File: src/rtl/logic_unit_pipe.sv
// Registered bitwise logic unit with a valid/ready output stage and a 2-entry skid buffer.
// Optional reduction outputs (red = {^z, |z, &z}) are enabled with LOGIC_UNIT_PIPE_REDUCE_EN.
module logic_unit_pipe #(
  parameter int WIDTH = 8
) (
  input  logic             clk,
  input  logic             rst,
  input  logic             in_valid,
  output logic             in_ready,
  input  logic [WIDTH-1:0] x,
  input  logic [WIDTH-1:0] y,
  input  logic [2:0]       op,
  output logic             out_valid,
  input  logic             out_ready,
  output logic [WIDTH-1:0] z,
  output logic             zero
`ifdef LOGIC_UNIT_PIPE_REDUCE_EN
  ,
  output logic [2:0]       red
`endif
);

`ifdef LOGIC_UNIT_PIPE_REDUCE_EN
  localparam int PW = WIDTH + 3;
`else
  localparam int PW = WIDTH;
`endif

  typedef enum logic [1:0] {
    EMPTY = 2'd0,
    ONE   = 2'd1,
    TWO   = 2'd2
  } state_t;

  function automatic logic [WIDTH-1:0] logic_op(input logic [WIDTH-1:0] a,
                                                input logic [WIDTH-1:0] b,
                                                input logic [2:0]       o);
    logic [WIDTH-1:0] r;
    case (o)
      3'b000:  r = a & b;
      3'b001:  r = a | b;
      3'b010:  r = a ^ b;
      3'b011:  r = ~(a & b);
      3'b100:  r = ~(a | b);
      3'b101:  r = ~(a ^ b);
      3'b110:  r = ~a;
      default: r = a;
    endcase
    return r;
  endfunction

  state_t          state_q, state_d;
  logic [PW-1:0]   m_q, m_d;
  logic [PW-1:0]   s_q, s_d;
  logic            in_ready_q, in_ready_d;
  logic [WIDTH-1:0] res;
  logic [PW-1:0]   res_pl;
  logic            accept;
  logic            transfer;

  // Payload carries the result plus, when enabled, its reduction bits on top.
  always_comb begin
    res = logic_op(x, y, op);
`ifdef LOGIC_UNIT_PIPE_REDUCE_EN
    res_pl = {^res, |res, &res, res};
`else
    res_pl = res;
`endif
  end

  assign accept   = in_valid && in_ready_q;
  assign transfer = (state_q != EMPTY) && out_ready;

  always_comb begin
    state_d = state_q;
    m_d     = m_q;
    s_d     = s_q;
    case (state_q)
      EMPTY: begin
        if (accept) begin
          state_d = ONE;
          m_d     = res_pl;
        end
      end
      ONE: begin
        if (accept && transfer) begin
          m_d = res_pl;
        end else if (accept) begin
          state_d = TWO;
          s_d     = res_pl;
        end else if (transfer) begin
          state_d = EMPTY;
        end
      end
      TWO: begin
        if (transfer) begin
          state_d = ONE;
          m_d     = s_q;
        end
      end
      default: state_d = EMPTY;
    endcase
    in_ready_d = (state_d != TWO);
  end

  always_ff @(posedge clk or posedge rst) begin
    if (rst) begin
      state_q    <= EMPTY;
      m_q        <= '0;
      s_q        <= '0;
      in_ready_q <= 1'b0;
    end else begin
      state_q    <= state_d;
      m_q        <= m_d;
      s_q        <= s_d;
      in_ready_q <= in_ready_d;
    end
  end

  // M may hold a stale value once drained, so zero is gated by out_valid.
  assign in_ready  = in_ready_q;
  assign out_valid = (state_q != EMPTY);
  assign z         = m_q[WIDTH-1:0];
  assign zero      = out_valid && (m_q[WIDTH-1:0] == '0);
`ifdef LOGIC_UNIT_PIPE_REDUCE_EN
  assign red       = m_q[PW-1:WIDTH];
`endif

endmodule

File: config.mk
export PLATFORM = sky130hd
export DESIGN_NAME = logic_unit_pipe
export DESIGN_NICKNAME = d
export VERILOG_FILES = /design/src/rtl/logic_unit_pipe.sv
export SDC_FILE = /design/constraint.sdc
export NUM_CORES = 1
export LEC_CHECK = 0
export CAP_MARGIN = 20
export CORE_ASPECT_RATIO = 0.6
export CORE_MARGIN = 2
export CORE_UTILIZATION = 56
export DETAILED_ROUTE_END_ITERATION = 10
export PLACE_DENSITY = 0.93
export SKIP_CTS_REPAIR_TIMING = 1
export SLEW_MARGIN = 20
export SYNTH_ARGS = -nofsm -noshare
export SYNTH_HDL_FRONTEND = slang
export SYNTH_SLANG_ARGS = --single-unit
File: constraint.sdc
create_clock -name clk -period 2.25 [get_ports clk]
set_input_delay 0.45 -clock clk [delete_from_list [all_inputs] [get_ports clk]]
set_output_delay 0.45 -clock clk [all_outputs]
set_load 0.005 [all_outputs]
==> impl_metrics.yaml <==
setup_path:
  path_buf_inv: 1
  cp_top_family: "simple AND/OR/NAND/NOR gates"
  cp_slowest_cell: "clkdlybuf4s50_1"
  startpoint: "z[7]"
  path_max_fanout: 3
  path_depth: 3
  critPathMaxStageDelay_ns: 0.50
  startpoint_type: "register"
  crit_chain: "nor4_1 -> and3_1 -> clkdlybuf4s50_1"
  crit_path_end_kind: "output pin"
  ff2ff_path_depth: 3
  r2r_start: "state_q[1]"
  critPathKind: "register to output pin"
  worstPathRequired_ns: 1.80
  arrival_ns: 1.72
synth:
  synth_ff_type: "dfrtp_1"
  synth_top_area_share_pct: 26.21
  synth_common_cells: "inv_1, dfrtp_1, nor2_1"
  yosysSeqAreaShare_pct: 26.21
  ys_types: 50
  ys_seq_elements: 19
  syn_area_sq_um: 1814
  syn-mean-instance-area_sq_um: 8.681
  yosys.area.top_type: "dfrtp_1"
  yosysWarnings: 0
  synth_edf_count: 0
  synth.area.top_cells: "dfrtp_1, ha_1, a211oi_1"
  synthCells: 209
  syn-num-nets: 248
  synthMostInstantiatedCell: "inv_1"
  async_flop_share_pct: 100.0
hold_path:
  hold_path_class: "register to register"
  hold_start: "s_q[3]"
  min_path_cells: 2
final_layout:
  stdcell_count: 292
  seqCellArea_sq_um: 475.5
  drive_above_1_share_pct: 14.40
  multi_input_area_sq_um: 1169
  n_fill_cell: 201
  diodes: 0
  areaGrowthSynthToFinish_pct: 27.24
  finalNetCount: 290
detailed_routing:
  avgViaCountPerCell: 5.973
  wl_met2_microns: 2060
  wl_met1_microns: 2162
  routed_wirelength_microns: 4537
  drt_iter0_drc: 191
  met3WireLength_microns: 299
  wl_per_cell_microns: 15.54
  top_layer: "met4"
  drtPass1Iterations: 4
  drc: 0
  vias: 1744
  ant_nets: 0
power:
  report.power.total_w: 0.001652
  peakVddDrop_mv: 0.6113
  p_leak_nw: 1.024
  p_per_area_nw_per_um2: 715.5
place:
  portBuffers: 33
  pre_cts_slack_ns: -0.07143
  hpwl_microns: 3405
  dpl.cell_count: 288
  routabilityCongestion: 0.8672
timing:
  maxSlewViolCount: 0
  slew_headroom_pct: 53.41
  fin_skew_ns: 0.002394
  fin_crit_sh_pct: 96.37
  layout_setup_ws_ns: 0.08166
  timing.hold.ws_ns: 0.4868
  setup_viol: 0
  hold_violations: 0
  clock.fmax_ghz: 0.4612
  fin_crit_ns: 2.168
  rsz0062_at_grt: "false"
  tightest_slew_ns: 0.6980
floorplanning:
  die_area_sq_um: 3726
  rows: 15
  io_pins: 34
  die_x_microns: 77.48
  core_area_sq_um: 2984
  fp.dieH_microns: 48.09
  initial_utilization_pct: 60.80
flow_run:
  drv_cap: 0
grt:
  grtUsageTotal_pct: 25.48
  grt_pass1_wl_microns: 7210
  first_global_vias: 1578
  antenna_found_initial: 0
  grt_max_degree: 35
  grt_remaining_overflow: 0
clock_network:
  cts_root_buffer: "clkbuf_8"
  clkTransAtPathRegs_ns: 0.07
  ctsLongestPathBuffers: 2
  clock_latency_ns: 0.26
  htree_levels: 1
  cts_buffers: 3
  tritoncts: "done"
  cts.sinks: 19
status:
  status: "completed"
cells by family (layout without fill, tap and decap cells):
logic type / count (synthesis) / after routing / synth area share [%]
compound gates: 62 / 62 / 26.48
mux: 9 / 9 / 6.414
simple gates: 69 / 69 / 20.14
fa+ha+maj: 16 / 16 / 11.03
buf+inv: 34 / 75 / 9.724
flops: 19 / 19 / 26.21
where the power goes:
part / switching [W] / internal (W)
clock: 0.000115 / 0.000126
combinational: 0.000350 / 0.000425
sequential: 0.000139 / 0.000496
per-stage QoR:
step	utilization, %	area [sq um]	setup TNS (ns)
4_1_cts	77.15	2302	0
6_report	77.36	2308	0
3_5_place_dp	75.64	2257	-0.1104
2_1_floorplan	-	1814	0
3_3_place_gp	75.64	2257	0
5_1_grt	77.36	2308	0
area by class of cell:
cell class | instances | share of cell area, %
Multi-Input combinational cell | 156 | 50.62
Timing Repair Buffer | 48 | 20.81
Sequential cell | 19 | 20.60
Inverter | 23 | 3.740
Tap cell | 42 | 2.276
Clock buffer | 4 | 1.951
flip-flops by register name (all words and copies together), names as in the netlist:
signal	flops
z	8
in_ready	1
s_q	8
state_q	2
cell usage in the layout (no fill, tap or decap), drive strengths merged, types with 5 or more instances in the layout:
cell and count:
a211oi 11, a21oi 7, a311oi 6, buf 15, clkdlybuf4s50 33, dfrtp 19, ha 16, inv 23
mux2i 7, nand2 16, nor2 18, nor2b 8, o21ai 10, o22ai 5, o31ai 7
worst min-delay path: cells and delay by family (launching register included):
family           cells  cell delay (ns)
flip-flops           1             0.34
AO/OA/AOI/OAI        1             0.06
AND/OR/NAND/NOR      1             0.05
per-layer routing:
layer | track usage, % | up-vias
li1 | - | 847
met1 | 34.88 | 823
met2 | 44.17 | 72
met3 | 5.741 | 2
met4 | 3.571 | 0
met5 | 0 | -
final timing paths:
kind,endpoint,slack (ns)
worst max-delay path,zero,0.08
worst min-delay path,s_q[3],0.49
worst max register to register,s_q[6],0.58
worst min register to register,s_q[3],0.49
max in group asynchronous,z[1],1.21
min in group asynchronous,s_q[5],0.59
Note: power is estimated with default switching activity, not from simulation.
